[config.mk]
export PLATFORM = sky130hd
export DESIGN_NAME = gcm_tag_verify_flat
export DESIGN_NICKNAME = d
export VERILOG_FILES = /design/src/rtl/gcm_tag_verify_if.sv /design/src/rtl/gcm_tag_verify.sv /design/src/flat_wrapper.sv
export SDC_FILE = /design/constraint.sdc
export NUM_CORES = 2
export LEC_CHECK = 0
export BUFFER_PORTS_ARGS = -buffer_cell sky130_fd_sc_hd__buf_4
export CAP_MARGIN = 20
export CORE_AREA = 2 2 407 409
export CTS_BUF_LIST = sky130_fd_sc_hd__clkbuf_4 sky130_fd_sc_hd__clkbuf_8
export CTS_CLUSTER_SIZE = 12
export DETAILED_ROUTE_END_ITERATION = 10
export DIE_AREA = 0 0 409 411
export GPL_ROUTABILITY_DRIVEN = 1
export GPL_TIMING_DRIVEN = 0
export SLEW_MARGIN = 0
export SYNTH_ARGS = -nofsm -noshare
export SYNTH_HDL_FRONTEND = slang
export SYNTH_SLANG_ARGS = --single-unit
[constraint.sdc]
create_clock -name clk -period 10.65 [get_ports clk]
set_clock_uncertainty 0.2 [all_clocks]
set_input_delay 0.5325 -clock clk [delete_from_list [all_inputs] [get_ports clk]]
set_output_delay 0.5325 -clock clk [all_outputs]
set_load 0.03 [all_outputs]
[src/rtl/gcm_tag_verify_if.sv]
`default_nettype none
// ============================================================================
// Module      : gcm_tag_verify_if
// Description : Bundle of the GCM tag-verify control, block-stream and
//               GHASH-multiplier signals. The slave modport is the sequencer
//               view; the master modport is the surrounding datapath view.
//               The tag_bytes member exists only when GCM_TAG_TRUNC_EN is
//               defined.
// Revision    : 1.0 - initial release
// ============================================================================
interface gcm_tag_verify_if #(
  parameter int LEN_W = 64
);
  logic             start;
  logic [127:0]     ek_y0;
  logic [127:0]     tag_in;
  logic [LEN_W-1:0] aad_bits;
  logic [LEN_W-1:0] ct_bits;
`ifdef GCM_TAG_TRUNC_EN
  logic [4:0]       tag_bytes;
`endif
  logic             blk_valid;
  logic             blk_ready;
  logic [127:0]     blk_data;
  logic             mul_start;
  logic [127:0]     mul_x;
  logic [127:0]     mul_y_prev;
  logic             mul_done;
  logic [127:0]     mul_y;
  logic             busy;
  logic             done;
  logic [127:0]     tag_out;
  logic             tag_ok;

  modport slave (
`ifdef GCM_TAG_TRUNC_EN
    input  tag_bytes,
`endif
    input  start, ek_y0, tag_in, aad_bits, ct_bits,
    input  blk_valid, blk_data, mul_done, mul_y,
    output blk_ready, mul_start, mul_x, mul_y_prev,
    output busy, done, tag_out, tag_ok
  );

  modport master (
`ifdef GCM_TAG_TRUNC_EN
    output tag_bytes,
`endif
    output start, ek_y0, tag_in, aad_bits, ct_bits,
    output blk_valid, blk_data, mul_done, mul_y,
    input  blk_ready, mul_start, mul_x, mul_y_prev,
    input  busy, done, tag_out, tag_ok
  );
endinterface
`default_nettype wire

[src/rtl/gcm_tag_verify.sv]
`default_nettype none
// ============================================================================
// Module      : gcm_tag_verify
// Description : Receive-side GCM authentication sequencer. Feeds AAD and
//               ciphertext blocks (final partial block masked) and then the
//               length block to an external GHASH multiplier, forms
//               tag = GHASH ^ E(K,Y0) and compares it with the received tag.
//               Optional macro GCM_TAG_TRUNC_EN: adds tag_bytes (12..16) so
//               only the top 8*tag_bytes bits take part in the compare.
// Revision    : 1.0 - initial release
// ============================================================================
module gcm_tag_verify #(
  parameter int LEN_W = 64
) (
  input  logic              clk,
  input  logic              rst_n,
  gcm_tag_verify_if.slave   bus_io
);

  localparam int CNT_W = LEN_W - 6;

  localparam logic [2:0] S_IDLE     = 3'd0;
  localparam logic [2:0] S_AAD_WAIT = 3'd1;
  localparam logic [2:0] S_AAD_MUL  = 3'd2;
  localparam logic [2:0] S_CT_WAIT  = 3'd3;
  localparam logic [2:0] S_CT_MUL   = 3'd4;
  localparam logic [2:0] S_LEN_MUL  = 3'd5;
  localparam logic [2:0] S_FIN      = 3'd6;

  logic [2:0]       state_q,  state_d;
  logic [127:0]     y_q,      y_d;
  logic [127:0]     ek_q,     ek_d;
  logic [127:0]     tagin_q,  tagin_d;
  logic [127:0]     mx_q,     mx_d;
  logic [127:0]     tag_q,    tag_d;
  logic [LEN_W-1:0] aad_q,    aad_d;
  logic [LEN_W-1:0] ct_q,     ct_d;
  logic [CNT_W-1:0] naad_q,   naad_d;
  logic [CNT_W-1:0] nct_q,    nct_d;
  logic             ms_q,     ms_d;
  logic             busy_q,   busy_d;
  logic             done_q,   done_d;
  logic             ok_q,     ok_d;

  logic             w_ready;
  logic             w_in_aad;
  logic             w_last;
  logic [6:0]       w_rem;
  logic [127:0]     w_keep;
  logic [127:0]     w_tag;
  logic [127:0]     w_cmp_mask;
  logic             w_ok;
  logic [CNT_W-1:0] w_n_aad;
  logic [CNT_W-1:0] w_n_ct;

  // Length block: both lengths forced to 64 bits (truncate or zero-extend).
  function automatic logic [127:0] len_block(input logic [LEN_W-1:0] a,
                                             input logic [LEN_W-1:0] c);
    return {64'(a), 64'(c)};
  endfunction

  // Block counts are ceil(bits/128).
  assign w_n_aad  = {1'b0, bus_io.aad_bits[LEN_W-1:7]} + CNT_W'(|bus_io.aad_bits[6:0]);
  assign w_n_ct   = {1'b0, bus_io.ct_bits[LEN_W-1:7]}  + CNT_W'(|bus_io.ct_bits[6:0]);

  assign w_ready  = (state_q == S_AAD_WAIT) || (state_q == S_CT_WAIT);
  assign w_in_aad = (state_q == S_AAD_WAIT);
  assign w_last   = w_in_aad ? (naad_q == CNT_W'(1)) : (nct_q == CNT_W'(1));
  assign w_rem    = w_in_aad ? aad_q[6:0] : ct_q[6:0];
  // Only a final partial block is masked; its leading w_rem bits survive.
  assign w_keep   = (w_last && (w_rem != 7'd0)) ? ~({128{1'b1}} >> w_rem) : {128{1'b1}};
  assign w_tag    = y_q ^ ek_q;
  assign w_ok     = ((w_tag ^ tagin_q) & w_cmp_mask) == 128'd0;

`ifdef GCM_TAG_TRUNC_EN
  logic [4:0] tbytes_q, tbytes_d;

  // Compare window covers the top 8*tag_bytes bits; illegal sizes use all 128.
  always_comb begin
    w_cmp_mask = {128{1'b1}};
    if (tbytes_q >= 5'd12 && tbytes_q <= 5'd16)
      w_cmp_mask = {128{1'b1}} << (8'd128 - {tbytes_q, 3'b000});
  end
`else
  assign w_cmp_mask = {128{1'b1}};
`endif

  // Sequencer next-state and datapath next values.
  always_comb begin
    state_d = state_q;
    y_d     = y_q;
    ek_d    = ek_q;
    tagin_d = tagin_q;
    mx_d    = mx_q;
    tag_d   = tag_q;
    aad_d   = aad_q;
    ct_d    = ct_q;
    naad_d  = naad_q;
    nct_d   = nct_q;
    ms_d    = 1'b0;
    busy_d  = busy_q;
    done_d  = 1'b0;
    ok_d    = ok_q;
`ifdef GCM_TAG_TRUNC_EN
    tbytes_d = tbytes_q;
`endif
    case (state_q)
      S_IDLE: begin
        if (bus_io.start) begin
          ek_d    = bus_io.ek_y0;
          tagin_d = bus_io.tag_in;
          aad_d   = bus_io.aad_bits;
          ct_d    = bus_io.ct_bits;
          naad_d  = w_n_aad;
          nct_d   = w_n_ct;
          y_d     = 128'd0;
          tag_d   = 128'd0;
          ok_d    = 1'b0;
          busy_d  = 1'b1;
`ifdef GCM_TAG_TRUNC_EN
          tbytes_d = bus_io.tag_bytes;
`endif
          if (w_n_aad != '0) begin
            state_d = S_AAD_WAIT;
          end else if (w_n_ct != '0) begin
            state_d = S_CT_WAIT;
          end else begin
            state_d = S_LEN_MUL;
            ms_d    = 1'b1;
            mx_d    = len_block(bus_io.aad_bits, bus_io.ct_bits);
          end
        end
      end
      S_AAD_WAIT, S_CT_WAIT: begin
        if (bus_io.blk_valid) begin
          mx_d    = bus_io.blk_data & w_keep;
          ms_d    = 1'b1;
          state_d = w_in_aad ? S_AAD_MUL : S_CT_MUL;
        end
      end
      S_AAD_MUL: begin
        if (bus_io.mul_done) begin
          y_d    = bus_io.mul_y;
          naad_d = naad_q - CNT_W'(1);
          if (naad_q != CNT_W'(1)) begin
            state_d = S_AAD_WAIT;
          end else if (nct_q != '0) begin
            state_d = S_CT_WAIT;
          end else begin
            state_d = S_LEN_MUL;
            ms_d    = 1'b1;
            mx_d    = len_block(aad_q, ct_q);
          end
        end
      end
      S_CT_MUL: begin
        if (bus_io.mul_done) begin
          y_d   = bus_io.mul_y;
          nct_d = nct_q - CNT_W'(1);
          if (nct_q != CNT_W'(1)) begin
            state_d = S_CT_WAIT;
          end else begin
            state_d = S_LEN_MUL;
            ms_d    = 1'b1;
            mx_d    = len_block(aad_q, ct_q);
          end
        end
      end
      S_LEN_MUL: begin
        if (bus_io.mul_done) begin
          y_d     = bus_io.mul_y;
          state_d = S_FIN;
        end
      end
      S_FIN: begin
        tag_d   = w_tag;
        ok_d    = w_ok;
        done_d  = 1'b1;
        busy_d  = 1'b0;
        state_d = S_IDLE;
      end
      default: state_d = S_IDLE;
    endcase
  end

  // State registers; reset aborts any message and clears every output.
  always_ff @(posedge clk or negedge rst_n) begin
    if (!rst_n) begin
      state_q <= S_IDLE;
      y_q     <= '0;
      ek_q    <= '0;
      tagin_q <= '0;
      mx_q    <= '0;
      tag_q   <= '0;
      aad_q   <= '0;
      ct_q    <= '0;
      naad_q  <= '0;
      nct_q   <= '0;
      ms_q    <= 1'b0;
      busy_q  <= 1'b0;
      done_q  <= 1'b0;
      ok_q    <= 1'b0;
`ifdef GCM_TAG_TRUNC_EN
      tbytes_q <= '0;
`endif
    end else begin
      state_q <= state_d;
      y_q     <= y_d;
      ek_q    <= ek_d;
      tagin_q <= tagin_d;
      mx_q    <= mx_d;
      tag_q   <= tag_d;
      aad_q   <= aad_d;
      ct_q    <= ct_d;
      naad_q  <= naad_d;
      nct_q   <= nct_d;
      ms_q    <= ms_d;
      busy_q  <= busy_d;
      done_q  <= done_d;
      ok_q    <= ok_d;
`ifdef GCM_TAG_TRUNC_EN
      tbytes_q <= tbytes_d;
`endif
    end
  end

  assign bus_io.blk_ready  = w_ready;
  assign bus_io.mul_start  = ms_q;
  assign bus_io.mul_x      = mx_q;
  assign bus_io.mul_y_prev = y_q;
  assign bus_io.busy       = busy_q;
  assign bus_io.done       = done_q;
  assign bus_io.tag_out    = tag_q;
  assign bus_io.tag_ok     = ok_q;

endmodule
`default_nettype wire

[src/flat_wrapper.sv]
// flat-port wrapper written by rule: the top's interface ports become plain ports
module gcm_tag_verify_flat 
#(
  parameter int LEN_W = 64
)
  (clk, rst_n, bus_io_start, bus_io_ek_y0, bus_io_tag_in, bus_io_aad_bits, bus_io_ct_bits, bus_io_blk_valid, bus_io_blk_data, bus_io_mul_done, bus_io_mul_y, bus_io_blk_ready, bus_io_mul_start, bus_io_mul_x, bus_io_mul_y_prev, bus_io_busy, bus_io_done, bus_io_tag_out, bus_io_tag_ok);
  gcm_tag_verify_if #(.LEN_W(LEN_W)) bus_io_i ();
  input  logic clk;
  input  logic rst_n;
  input wire logic [$bits(bus_io_i.start)-1:0] bus_io_start;
  input wire logic [$bits(bus_io_i.ek_y0)-1:0] bus_io_ek_y0;
  input wire logic [$bits(bus_io_i.tag_in)-1:0] bus_io_tag_in;
  input wire logic [$bits(bus_io_i.aad_bits)-1:0] bus_io_aad_bits;
  input wire logic [$bits(bus_io_i.ct_bits)-1:0] bus_io_ct_bits;
  input wire logic [$bits(bus_io_i.blk_valid)-1:0] bus_io_blk_valid;
  input wire logic [$bits(bus_io_i.blk_data)-1:0] bus_io_blk_data;
  input wire logic [$bits(bus_io_i.mul_done)-1:0] bus_io_mul_done;
  input wire logic [$bits(bus_io_i.mul_y)-1:0] bus_io_mul_y;
  output wire logic [$bits(bus_io_i.blk_ready)-1:0] bus_io_blk_ready;
  output wire logic [$bits(bus_io_i.mul_start)-1:0] bus_io_mul_start;
  output wire logic [$bits(bus_io_i.mul_x)-1:0] bus_io_mul_x;
  output wire logic [$bits(bus_io_i.mul_y_prev)-1:0] bus_io_mul_y_prev;
  output wire logic [$bits(bus_io_i.busy)-1:0] bus_io_busy;
  output wire logic [$bits(bus_io_i.done)-1:0] bus_io_done;
  output wire logic [$bits(bus_io_i.tag_out)-1:0] bus_io_tag_out;
  output wire logic [$bits(bus_io_i.tag_ok)-1:0] bus_io_tag_ok;
  assign bus_io_i.start = bus_io_start;
  assign bus_io_i.ek_y0 = bus_io_ek_y0;
  assign bus_io_i.tag_in = bus_io_tag_in;
  assign bus_io_i.aad_bits = bus_io_aad_bits;
  assign bus_io_i.ct_bits = bus_io_ct_bits;
  assign bus_io_i.blk_valid = bus_io_blk_valid;
  assign bus_io_i.blk_data = bus_io_blk_data;
  assign bus_io_i.mul_done = bus_io_mul_done;
  assign bus_io_i.mul_y = bus_io_mul_y;
  assign bus_io_blk_ready = bus_io_i.blk_ready;
  assign bus_io_mul_start = bus_io_i.mul_start;
  assign bus_io_mul_x = bus_io_i.mul_x;
  assign bus_io_mul_y_prev = bus_io_i.mul_y_prev;
  assign bus_io_busy = bus_io_i.busy;
  assign bus_io_done = bus_io_i.done;
  assign bus_io_tag_out = bus_io_i.tag_out;
  assign bus_io_tag_ok = bus_io_i.tag_ok;
  gcm_tag_verify #(.LEN_W(LEN_W)) u_core (.clk(clk), .rst_n(rst_n), .bus_io(bus_io_i));
endmodule
Yosys cells after proc, flatten, opt, wreduce, memory -nomap -nowiden
Cells that the tools add are included.
- register bits after elaboration: 891
- bits in latches: 0
- memory bits (writable): 0
- memory bits (read-only): 0
- output and inout bits: 389
- word-level logic and storage cells: 118
- memories: 0
- add/subtract/negate cells: 4
- $mul: 0
- div/mod/pow operators: 0
- magnitude comparators: 0
- equality and inequality tests: 21
- shift-type cells: 1
- mux-type cells: 50
- bitwise logic cells: 4
- reductions and logical operators: 24
- operator list (operator ; count):
    two-way mux 128 bit ; 12
    case mux 128 bit (2 select lines) ; 2
    case mux 128 bit (4 select lines) ; 1
    bitwise XOR 128 bit ; 2
    two-way mux 58 bit ; 4
    case mux 58 bit (2 select lines) ; 2
    nonzero test 58 bit ; 3
    AND 128 bit ; 1
    zero test 128 bit ; 1
    inverter 128 bit ; 1
    right shift 128 x 7 -> 128 bit (first input constant) ; 1
    adder 57 x 1 -> 58 bit ; 2
    equality test 58 x 1 -> 1 bit (second input constant) ; 2
    inequality test 58 x 1 -> 1 bit (second input constant) ; 2
    subtractor 58 x 1 -> 58 bit (second input constant) ; 2
    two-way mux 3 bit ; 11
    inequality test 2 bit (second input constant) ; 10
    case mux 3 bit (5 select lines) ; 1
    OR reduction 7 bit ; 2
    two-way mux 1 bit ; 13
    AND reduction 10 bit ; 1
    equality test 3 bit (second input constant) ; 3
    AND reduction 3 bit ; 3
    nonzero test 2 bit ; 4
    15 further kinds ; 18

Depth between registers and ports, before layout
- depth after elaboration: 8
- gate-level depth with buffers: 17
- depth with buffers taken out: 14

Worst setup path before layout
No wires, ideal clock.
- path kind: input to register
- from: input port bus_io_ct_bits[0]
- to: register u_core.mx_q[107] (netlist: u_core.bus_io.mul_x[107])
- setup time: 127 ps
- arrival: 4077 ps
- required time: 10323 ps
- slack: 6245 ps
- cell stages on the path: 16
- buffers on the path: 2
- path through: nor3_1 > nand2_1 > ha_1 > ha_1 > nand3_2 > nor4b_2 > nand2_1 > or4b_1 > a2111oi_0 > nand4_1 > nor4_1 > nand4_1 > o21ai_4 > buf_12 > buf_12 > mux2_1
- word-level cells in the longest chain between the ends: 5
- ends and longest elaborated chain (item ; line ; source):
    start: declaration ; flat_wrapper.sv:14 ; input wire logic [$bits(bus_io_i.ct_bits)-1:0] bus_io_ct_bits;
    OR reduction 7 bit ; gcm_tag_verify.sv:64 ; assign w_n_ct = {1'b0, bus_io.ct_bits[LEN_W-1:7]} + CNT_W'(|bus_io.ct_bits[6:0]);
    adder 57 x 1 -> 58 bit ; gcm_tag_verify.sv:64 ;
    nonzero test 58 bit ; gcm_tag_verify.sv:125 ; end else if (w_n_ct != '0) begin
    inequality test 2 bit (no source line) ; - ;
    AND reduction 10 bit (no source line) ; - ;
    end signal: assignment ; gcm_tag_verify.sv:211 ; mx_q <= mx_d;
    end: declaration ; gcm_tag_verify.sv:34 ; logic [127:0] mx_q, mx_d;
No other way between the ends.
A chain may end at the register's enable or synchronous reset.

Final worst setup path
- from: input port bus_io_aad_bits[2]
- to: register u_core.mx_q[127] (netlist: u_core.bus_io.mul_x[127])
- word-level cells in the longest chain between the ends: 5
- ends and longest elaborated chain (item ; line ; source):
    start: declaration ; flat_wrapper.sv:13 ; input wire logic [$bits(bus_io_i.aad_bits)-1:0] bus_io_aad_bits;
    OR reduction 7 bit ; gcm_tag_verify.sv:63 ; assign w_n_aad = {1'b0, bus_io.aad_bits[LEN_W-1:7]} + CNT_W'(|bus_io.aad_bits[6:0]);
    adder 57 x 1 -> 58 bit ; gcm_tag_verify.sv:63 ;
    nonzero test 58 bit ; gcm_tag_verify.sv:123 ; if (w_n_aad != '0) begin
    inequality test 2 bit (no source line) ; - ;
    AND reduction 10 bit (no source line) ; - ;
No other way between the ends.

==> metrics.md <==
| Metric | Value |
|---|---|
| Crit. End Element | `flop` |
| Syn Area/Cell | `a little under 9 um^2` |
| Worst Tran Pin Value | `around 1.3 ns` |
| CP Launch Type | `input pin` |
| Status | `complete, no violations` |
| Nets | `between 7000 and 8000` |
| Post-synthesis sequential area ratio | `0.483` |
| FF/Latch Area | `approximately 22000 um^2` |
| Area of the multi-input gates | `22200 um^2` |
| Die Footprint | `about 170000 um^2` |
| Hpwl dp | `a little under 200000 um` |
| Number of CTS-inserted buffers | `170` |
| Number of gates resized after cts | `0` |
| Final period utilization | `0.626` |
| Clk sink count | `approximately 900` |
| F_max | `between 150 and 200 MHz` |
| Peak VDD IR | `~0.21 mV` |
| Share of the synthesized area in the top cell type | `0.483` |
| Tmin final | `approximately 6.7 ns` |
| Worst-path clk slew | `approximately 0.070 ns` |
| Cells after Synth | `5257` |
| Number of synthesized register bits | `about 900` |
| Top cells by area, synth | `dfrtp_1 48%, nand2_1 12%, o21ai_0 5.4%` |
| Initial Utilization | `0.282` |
| 1st-pass router iterations | `7` |
| Power per standard cell area | `332 nW/um^2` |
| H-tree lvl count | `4` |
| GR Overflow Total | `0` |
| Io pins | `1034` |
| End of the worst register-to-register path | `u_core.bus_io.mul_x[26]$_DFFE_PN0P_` |
| Max Slew Vio Count | `0` |
| Crit path required time | `~11 ns` |
| Worst Hold Path EP | `u_core.ek_q[61]$_DFFE_PN0P_` |
| Hold Path Stages | `4` |
| Finished Core Util | `0.409` |
| Routed WL per cell | `roughly 27 um` |
| CP max FO | `10` |
| Unrepaired setup endpoints after global routing | `no` |
| First-pass GRT wire length | `~350000 um` |
| Synth unique cells | `a little over 80` |
| Main synth FF type | `dfrtp_1` |
| Initial antenna violation count | `66` |
| Placeable Area | `between 150000 and 200000 um^2` |
| DRC viols | `0` |
| Reg2reg start | `u_core.state_q[2]$_DFFE_PN0P_` |
| Mapped Nets | `5910` |
| Power, Total | `about 22 mW` |
| Reg2reg setup slack | `between 4 and 5 ns` |
| Crit path DAT | `~7.3 ns` |
| Leading area contributor after synthesis | `dfrtp_1` |
| Fill count | `16300` |
| Later-pin clock latency in the skew report | `0.96 ns` |
| CTS tree | `built` |
| DRT antenna net count | `0` |
| Synth Warn # | `0` |
| Setup WS post-layout | `roughly 4 ns` |
| Post-synth EDFFs | `0` |
| Synthesized area | `between 40000 and 50000 um^2` |
| # rows | `between 100 and 150` |
| Synthesis-to-finish area growth | `45.3%` |
| Total number of vias | `~50000` |
| R2R cell count | `13` |
| Drt initial violations | `slightly below 6000` |
| Pre-CTS setup slack | `between 4 and 5 ns` |
| Number of global-route vias before repair | `48500` |
| Setup violators final | `0` |
| Static leakage | `approximately 31 nW` |
| Most frequent cell after synthesis | `nand2_1` |
| Final Hold Vio Count | `0` |
| Placer congestion estimate | `around 1` |
| Largest net degree at the start of global routing | `around 120` |
| Die Span X | `around 410 um` |
| Max-Cap Viols | `0` |
| Slew margin rel. | `0.119` |
| Height of the die | `411 um` |
| Final WL | `~250000 um` |
| Clock Path Buffers | `3` |
| GRT Total Usage | `0.290` |
| Hold Path Class | `in2reg` |
| FFs w/ async S/R, synth | `1.00` |
| # port buffers | `just under 1000` |
| Setup CP Type | `in2reg` |
| Synth cell count leaders | `1482 x nand2_1, 891 x dfrtp_1, 502 x o21ai_0, 316 x clkbuf_1, 266 x xnor2_1` |
| Share of cells above drive strength 1 | `0.206` |
| Worst hold start | `bus_io_ek_y0[61]` |
| DR vias/cell | `around 5.3` |
| Root buf cell | `clkbuf_8` |
[worst max-delay path by stage]
stage / from / cells past startpoint / slack [ns] / endpoint
floorplan: bus_io_ct_bits[0] / 16 / 6.25 / u_core.bus_io.mul_x[107]$_DFFE_PN0P_
global placement: rst_n / 1 / -2.53 / u_core.aad_q[33]$_DFFE_PN0P_
detailed placement: bus_io_aad_bits[2] / 18 / 4.31 / u_core.bus_io.mul_x[67]$_DFFE_PN0P_
CTS: bus_io_aad_bits[2] / 19 / 4.50 / u_core.bus_io.mul_x[127]$_DFFE_PN0P_
global route: bus_io_aad_bits[2] / 19 / 4.08 / u_core.bus_io.mul_x[127]$_DFFE_PN0P_
finish: bus_io_aad_bits[2] / 20 / 3.99 / u_core.bus_io.mul_x[127]$_DFFE_PN0P_
[kinds of logic (layout without fill, tap and decap cells)]
| logic type | Yosys count | in the layout | share of synthesized area |
|---|---|---|---|
| and+or+nand+nor | 2359 | 2359 | 0.224 |
| AOI/OAI and AO/OA | 1127 | 1127 | 0.148 |
| DFF | 891 | 891 | 0.483 |
| buffers and inverters | 392 | 2356 | 0.0369 |
| xor gates and xnor gates | 329 | 329 | 0.0624 |
| muxes | 151 | 151 | 0.0437 |
| adders and majority gates | 8 | 8 | 0.00217 |
| other | 0 | 33 | 0 |
[cells in the final DEF, fill, tap and decap left out, types with 12 or more instances in the layout]
master         count
nand2_1         1482
xnor2_1          266
mux2_4            90
o21ai_0          502
o22ai_1           42
nor4_1            60
o31ai_1           15
dlygate4sd3_1    655
buf_4            987
or4_1             25
a22o_1           145
and3_1           112
nor3_1            83
a21oi_1          244
buf_1             16
and2_1            38
clkbuf_8         210
xor2_1            63
diode_2           33
nand3_1          138
mux2i_1           17
mux2_1            16
mux2_2            28
buf_16            12
dfrtp_1          891
a31oi_1           22
inv_1             25
clkbuf_4          60
or3_1             28
clkbuf_1         313
a22oi_1           46
nand4_1           80
clkinv_2          16
o22a_1            12
nor2_1           240
and4_1            13
buf_2             23
[sequential cells by signal (all words and copies together) (netlist names), 58 cells and up]
register                  flops
u_core.tagin_q              128
u_core.bus_io.mul_x         128
u_core.naad_q                58
u_core.nct_q                 58
u_core.bus_io.mul_y_prev    128
u_core.aad_q                 64
u_core.bus_io.tag_out       128
u_core.ct_q                  64
u_core.ek_q                 128
[layout make-up]
| class | instances | share of cell area |
|---|---|---|
| flip-flops and latches | 891 | 0.332 |
| repair buffers | 1658 | 0.214 |
| clock inverters | 36 | 0.00588 |
| plain buffers | 367 | 0.0240 |
| clock buffers | 270 | 0.0498 |
| diodes | 33 | 0.00123 |
| multi-input cells | 3974 | 0.331 |
| inverters | 25 | 0.00140 |
| well taps | 2189 | 0.0408 |
[metrics by stage]
step / hold slack (ns) / TNS, ns / std cells / cell area [um^2]
6_report: 0.111 / 0 / 9443 / 67100
5_1_grt: 0.0610 / 0 / 9429 / 67000
3_3_place_gp: 0.258 / -2025.34 / 8423 / 56200
4_1_cts: 0.000736 / 0 / 9408 / 67000
2_1_floorplan: 0.0369 / 0 / 5257 / 46200
3_5_place_dp: 0.262 / 0 / 8446 / 56700
[timing repair]
item	CTS	global route
hold buffers	656	0
endpoints found under the setup margin	0	0
buffers inserted	0	0
hold endpoints to repair	966	0
[per-layer routing]
layer	vias up	global-route usage	share of wire
met5	-	0	0.00038
met4	14	0.0963	0.035
met3	492	0.0748	0.099
met2	2793	0.429	0.43
met1	25100	0.409	0.44
li1	21900	-	-
[power by group]
| group | switching (mW) | internal, mW | total (mW) |
|---|---|---|---|
| logic | 7.93 | 3.95 | 11.9 |
| clock network | 1.66 | 2.14 | 3.80 |
| registers | 1.54 | 5.02 | 6.56 |
| total | 11.1 | 11.1 | 22.2 |
[worst max-delay path, cell delays in order]
cell and delay (ns):
dlygate4sd3_1 0.58, buf_4 0.16, nor3_1 0.89, nand2_1 0.13, ha_1 0.27, ha_1 0.23, and3_1 0.15, clkbuf_1 0.22
nand3_1 0.27, nor4_2 0.12, buf_4 0.20, nand2_1 0.08, xor2_1 0.35, nand4_1 0.18, nor4_1 1.10, nand3_1 0.35
o21ai_4 0.32, buf_6 0.21, mux2_2 0.34, dlygate4sd3_1 0.56
Note: power is estimated with default switching activity, not from simulation.
